$ cat src/rtl/timer_interrupt_controller.sv
// timer_interrupt_controller: arbitrates pending Timer0/1/2 interrupts and runs the CPU request/ack/clear handshake
//   sysClock          in   system clock, rising edge
//   rst_n             in   synchronous active-low reset
//   TIFR_in/TIMSK_in  in   live timer flag and mask registers
//   sreg_i            in   global interrupt enable
//   irq_ack           in   CPU accepts the request
//   reti_done         in   CPU finished RETI
//   irq_request       out  interrupt request to the CPU
//   irq_vector        out  vector word address, valid with irq_request
//   TIFR_write_enable out  strobe clearing the serviced flag
//   TIFR_data         out  TIFR value written with the strobe
//   in_service        out  high from ack until reti_done
module timer_interrupt_controller #(
    parameter int                    ADDR_WIDTH     = 16,
    parameter logic [ADDR_WIDTH-1:0] VECTOR_BASE    = 16'h0008,
    parameter int                    VECTOR_STRIDE  = 2,
    parameter int                    HOLDOFF_CYCLES = 1
) (
    input  logic                  sysClock,
    input  logic                  rst_n,
    input  logic [7:0]            TIFR_in,
    input  logic [7:0]            TIMSK_in,
    input  logic                  sreg_i,
    input  logic                  irq_ack,
    input  logic                  reti_done,
    output logic                  irq_request,
    output logic [ADDR_WIDTH-1:0] irq_vector,
    output logic                  TIFR_write_enable,
    output logic [7:0]            TIFR_data,
    output logic                  in_service
);
    typedef enum logic [2:0] {IDLE, REQUEST, CLEAR, SERVICE, HOLDOFF} state_t;
    state_t                state_q, state_d;
    logic [2:0]            idx_q, idx_d;
    logic [ADDR_WIDTH-1:0] vector_q, vector_d;
    logic [7:0]            tifr_data_q, tifr_data_d;
    logic [3:0]            hold_cnt_q, hold_cnt_d;
    logic [7:0]            pending;
    logic [2:0]            win_idx;
    logic [ADDR_WIDTH-1:0] win_vector;
    logic [7:0]            clear_value;
    logic                  arb, hold_done;
    assign pending     = TIFR_in & TIMSK_in;
    assign arb         = sreg_i & |pending;
    assign hold_done   = hold_cnt_q == 4'(HOLDOFF_CYCLES - 1);
    assign clear_value = TIFR_in & ~(8'd1 << idx_q);
    assign win_vector  = VECTOR_BASE + ADDR_WIDTH'(VECTOR_STRIDE * (7 - int'(win_idx)));
    // Later iterations overwrite earlier ones, so the highest set bit wins.
    always_comb begin
        win_idx = 3'd0;
        for (int i = 0; i < 8; i++)
            if (pending[i]) win_idx = 3'(i);
    end
    always_comb begin
        state_d     = state_q;
        idx_d       = idx_q;
        vector_d    = vector_q;
        tifr_data_d = tifr_data_q;
        hold_cnt_d  = 4'd0;
        case (state_q)
            // The last holdoff cycle arbitrates like IDLE so the request lands exactly HOLDOFF_CYCLES+1 after reti_done.
            IDLE, HOLDOFF: begin
                if (state_q == HOLDOFF && !hold_done) begin
                    hold_cnt_d = hold_cnt_q + 4'd1;
                end else if (arb) begin
                    state_d  = REQUEST;
                    idx_d    = win_idx;
                    vector_d = win_vector;
                end else begin
                    state_d = IDLE;
                end
            end
            REQUEST: state_d = irq_ack ? CLEAR : (!sreg_i || !pending[idx_q]) ? IDLE : REQUEST;
            CLEAR: begin
                state_d     = SERVICE;
                tifr_data_d = clear_value;
            end
            SERVICE: state_d = reti_done ? HOLDOFF : SERVICE;
            default: state_d = IDLE;
        endcase
    end
    always_ff @(posedge sysClock) begin
        if (!rst_n) begin
            state_q     <= IDLE;
            idx_q       <= 3'd0;
            vector_q    <= '0;
            tifr_data_q <= 8'd0;
            hold_cnt_q  <= 4'd0;
        end else begin
            state_q     <= state_d;
            idx_q       <= idx_d;
            vector_q    <= vector_d;
            tifr_data_q <= tifr_data_d;
            hold_cnt_q  <= hold_cnt_d;
        end
    end
    // Gating with rst_n keeps a reset that lands on the CLEAR cycle from writing TIFR.
    assign TIFR_write_enable = state_q == CLEAR && rst_n;
    assign TIFR_data         = TIFR_write_enable ? clear_value : tifr_data_q;
    assign irq_request       = state_q == REQUEST;
    assign irq_vector        = vector_q;
    assign in_service        = state_q == CLEAR || state_q == SERVICE;
endmodule

$ cat config.mk
export PLATFORM = sky130hd
export DESIGN_NAME = timer_interrupt_controller
export DESIGN_NICKNAME = d
export VERILOG_FILES = /design/src/rtl/timer_interrupt_controller.sv
export SDC_FILE = /design/constraint.sdc
export NUM_CORES = 1
export LEC_CHECK = 0
export ABC_AREA = 1
export CAP_MARGIN = 20
export CORE_MARGIN = 3
export CORE_UTILIZATION = 30
export CTS_BUF_LIST = sky130_fd_sc_hd__clkbuf_4 sky130_fd_sc_hd__clkbuf_8
export CTS_CLUSTER_SIZE = 8
export DETAILED_ROUTE_END_ITERATION = 16
export SETUP_SLACK_MARGIN = 0.1
export SYNTH_ARGS = -nofsm -noshare
export SYNTH_HDL_FRONTEND = slang
export SYNTH_SLANG_ARGS = --single-unit
$ cat constraint.sdc
create_clock -name sysClock -period 3.2 [get_ports sysClock]
set_input_delay 0.64 -clock sysClock [delete_from_list [all_inputs] [get_ports sysClock]]
set_output_delay 0.64 -clock sysClock [all_outputs]
set_load 0.005 [all_outputs]
### Yosys cells after proc, flatten, opt, wreduce, memory -nomap -nowiden

Index checks and enable logic that the tools add are counted.

* output and inout bits: 27
* bits of input ports: 21
* logic and storage cells: 49
* register bits after elaboration: 34

* $add $sub $neg: 3
* reductions and logical operators: 13
* bitwise gates (word level): 5
* order comparisons: 1
* eq/ne operators: 5
* shifts and indexed selects: 1
* mux-type cells: 16

Operator list (number)
* 2-to-1 mux 3 bit: 8
* bitwise AND 8 bit: 2
* case mux 3 bit (4 select lines): 1
* 2-to-1 mux 8 bit: 1
* NOT 8 bit: 1
* OR reduction 8 bit: 1
* << shifter 1 x 3 -> 8 bit (first input constant): 1
* adder 5 x 5 -> 6 bit (first input constant): 1
* equality test 3 x 2 -> 1 bit (second input constant): 2
* AND reduction 3 bit: 2
* adder 4 x 1 -> 4 bit (second input constant): 1
* zero test 4 bit: 1
* less-than comparator 3 x 4 -> 1 bit (second input constant): 1
* 2-to-1 mux 1 bit: 4
* subtractor 3 x 3 -> 4 bit (first input constant): 1
* binary-select mux 1 bit (select 3 bit): 1
* equality test 3 x 1 -> 1 bit (second input constant): 1
* equality test 3 bit (second input constant): 1
* zero test 1 bit: 3
* zero test 3 bit: 1
* logical AND 1 bit: 2
* logical OR 1 bit: 2
* 2-to-1 mux 2 bit: 1
* != test 2 bit (second input constant): 1
* 3 further kinds: 3

### Logic depth before layout (Yosys ltp)

* depth in word-level cells: 10
* gate-level depth with buffers: 11
* depth with buffers taken out: 11

### Least setup slack after synthesis

Ideal clock, no wire load.

* path type: input to output
* start point: input rst_n
* end point: output TIFR_data[0]
* path buffers: 1
* required time: 2.560 ns
* data arrival time: 1.221 ns
* cell stages on the path: 4
* slack: 1.339 ns
* path through: inv_1 > nor2_8 > buf_8 > o21ai_0

* word-level cells in the longest chain between the ends: 2

Ends and longest elaborated chain
* from (decl): RTL line 20 `input logic rst_n,`
* logical AND 1 bit: RTL line 98 `assign TIFR_write_enable = state_q == CLEAR && rst_n;`
* net TIFR_write_enable: RTL line 28 `output logic TIFR_write_enable,`
* 2-to-1 mux 8 bit: RTL line 99 `assign TIFR_data = TIFR_write_enable ? clear_value : tifr_data_q;`
* to (decl): RTL line 29 `output logic [7:0] TIFR_data,`

The timed path passes the listed nets, and every way through them passes these cells.

### Worst setup path in the final report

* start point: input rst_n
* end point: output TIFR_data[7]

* word-level cells in the longest chain between the ends: 2

Ends and longest elaborated chain (RTL line)
* logical AND 1 bit: 98
* 2-to-1 mux 8 bit: 99

Every way passes these cells.

==> results.sh <==
export IMPL_drv_cap=0
export IMPL_grt_pass1_vias=1070
export IMPL_r2r_cells=3
export IMPL_yosys_top_cells_area="dfxtp_1 (34%), nand2_1 (11%), buf_4 (9.1%)"
export IMPL_synth_ff_type="dfxtp_1"
export IMPL_die_area_mm2=0.00495
export IMPL_avgSynthCellArea_um2=7.11
export IMPL_endpoint_kind="primary output"
export IMPL_syn_area_mm2=0.00124
export IMPL_clkTransAtPathRegs_ps=70
export IMPL_synth_common_cells="nand2_1 (36), inv_1 (24), dfxtp_1 (21)"
export IMPL_grt_start_max_net_pins=18
export IMPL_gp_congestion=0.864
export IMPL_status="finished clean"
export IMPL_grt_antenna_before_repair=0
export IMPL_cts_tree="done"
export IMPL_synth_distinct_cells=25
export IMPL_required_ps=2560
export IMPL_cp_slowest_stage_delay_ps=520
export IMPL_postRouteAntennaNets=0
export IMPL_yosys_register_bits=21
export IMPL_vias=1196
export IMPL_p_leak_nw=0.740
export IMPL_io_buffers=35
export IMPL_ir_drop_uv=239
export IMPL_cts_path_max_buffers=2
export IMPL_path_cells="clkdlybuf4s50_1 > inv_1 > nor2_8 > buf_4 > o211ai_1 > o21ai_0 > clkdlybuf4s50_1"
export IMPL_hold_class="reg2reg"
export IMPL_slew_viol_final=0
export IMPL_slowest_stage="clkdlybuf4s50_1"
export IMPL_io_pins=48
export IMPL_core_rowCount=22
export IMPL_clock_latency_ps=260
export IMPL_ys_warn_count=0
export IMPL_initial_core_util=0.325
export IMPL_synth_cells=175
export IMPL_area_growth_pct=33.6
export IMPL_path_common_cell="clkdlybuf4s50_1"
export IMPL_crit_buf_inv=4
export IMPL_finalSetupTns_ps=0
export IMPL_ctsResizeCount=0
export IMPL_drive_gt1_frac=0.102
export IMPL_clock_skew_ps=4.85
export IMPL_firstDrtPassIters=4
export IMPL_postLayoutCoreUtil=0.434
export IMPL_core_area_mm2=0.00383
export IMPL_setup_viol=0
export IMPL_start_kind="primary input"
export IMPL_critPathTopFamily="buffers and inverters"
export IMPL_async_flop_share=0
export IMPL_nNetsFinal=239
export IMPL_cp_data_arrival_time_ps=2280
export IMPL_wl_per_cell_um=11.0
export IMPL_hp_start="hold_cnt_q[0]$_SDFF_PN0_"
export IMPL_synth_edf_count=0
export IMPL_max_clock_freq_mhz=342
export IMPL_die_width_um=70.4
export IMPL_yosysMostFrequentCell="nand2_1"
export IMPL_via_per_inst=4.55
export IMPL_drt_iter0_drc=44
export IMPL_synth_top_area_frac=0.338
export IMPL_grt_pass1_wl_mm=4.91
export IMPL_r2r_end="tifr_data_q[5]$_SDFFE_PN0P_"
export IMPL_cts_made_buffers=3
export IMPL_hpwl_mm=2.27
export IMPL_numClockSinks=21
export IMPL_grtUsageTotal=0.123
export IMPL_min_path_cells=1
export IMPL_finalHoldViolations=0
export IMPL_post_route_period_util=0.914
export IMPL_crit_type="in2out"
export IMPL_cts_root_buf="clkbuf_8"
export IMPL_overflow=0
export IMPL_die_h_um=70.4
export IMPL_crit_fanout=13
export IMPL_fin_crit_ps=2920
export IMPL_hold_buffers=0
export IMPL_seq_area_frac_synth=0.338
export IMPL_cts_max_level=1
export IMPL_worstHoldEndpoint="hold_cnt_q[0]$_SDFF_PN0_"
export IMPL_drc_errors=0
export IMPL_fill_cells=402
export IMPL_antenna_cells=0
export IMPL_wirelength_mm=2.89
export IMPL_synth_largest_area_cell="dfxtp_1"
export IMPL_rsz0062_at_grt="false"
export IMPL_powerDensity_mw_per_mm2=373
export IMPL_reg2reg_slack_ps=1800
export IMPL_r2r_start="idx_q[0]$_SDFFE_PN0P_"
[worst max-delay path by stage]
stage / start / end / slack [ps] / cells past startpoint
CTS: rst_n / TIFR_data[5] / 200 / 6
detailed placement: rst_n / TIFR_data[5] / 220 / 6
floorplan: rst_n / TIFR_data[0] / 1340 / 4
global route: rst_n / TIFR_data[5] / 130 / 6
finish: rst_n / TIFR_data[7] / 280 / 7
global placement: rst_n / TIFR_data[2] / 250 / 6
[cell type report]
class / count / area (um2) / area share
multi-input combinational: 123 / 639 / 0.385
sequential: 21 / 420 / 0.253
timing repair buffer: 41 / 395 / 0.238
inverter: 26 / 97.6 / 0.0587
tap: 48 / 60.1 / 0.0361
clock buffer: 4 / 48.8 / 0.0294
[state kept, by name, summed over array words and instances, names as in the netlist]
name	count
irq_vector	4
state_q	3
tifr_data_q	8
idx_q	2
hold_cnt_q	4
[metal layers]
| metal | track usage | vias up | wire length (um) |
|---|---|---|---|
| li1 | - | 620 | - |
| met1 | 0.157 | 531 | 1300 |
| met2 | 0.201 | 39 | 1360 |
| met3 | 0.0317 | 6 | 187 |
| met4 | 0.0383 | 0 | 46 |
| met5 | 0 | - | 0 |
[cell families after synthesis]
family          share of synthesized area
flops                               0.338
other cells                       0.00302
fa+ha+maj                          0.0201
compound gates                      0.151
buf+inv                             0.181
xor+xnor                           0.0141
simple gates                        0.293
[placed cells by master (no fill, tap or decap), drive strengths merged]
cell type / instances
nand2: 40
clkdlybuf4s50: 35
inv: 26
dfxtp: 21
o21ai: 19
nand3: 15
nor2: 14
conb: 12
a21oi: 7
buf: 6
o311ai: 4
clkbuf: 4
o211ai: 3
nor3: 3
ha: 2
xor2: 1
xnor2: 1
and3: 1
nand4: 1
[power by group]
part | total, mW | internal, mW | leakage, nW | switching (mW)
logic | 0.145 | 0.0732 | 0.543 | 0.0723
clock network | 0.185 | 0.0972 | 0.0262 | 0.0874
registers | 0.290 | 0.275 | 0.171 | 0.0148
[repair_timing]
action,in CTS,in global routing
endpoints found under the setup margin,0,3
setup buffers,0,4
hold endpoints to repair,0,0
[worst reg2reg max path, cell delays in order, from the launching register on]
cell      delay, ps
dfxtp_1         510
inv_1           160
o311ai_0        440
o21ai_0         160
[through the flow]
step                power, mW  std cells  setup WS (ps)  cell area, um2  hold slack, ps
floorplan               0.381        186           1340            1280             430
global placement        0.438        255            251            1580             448
detailed placement      0.438        255            222            1580             456
CTS                     0.625        259            199            1630             474
global route            0.657        263            129            1660             499
finish                  0.620        263            276            1660             469
Note: power is estimated with default switching activity, not from simulation.
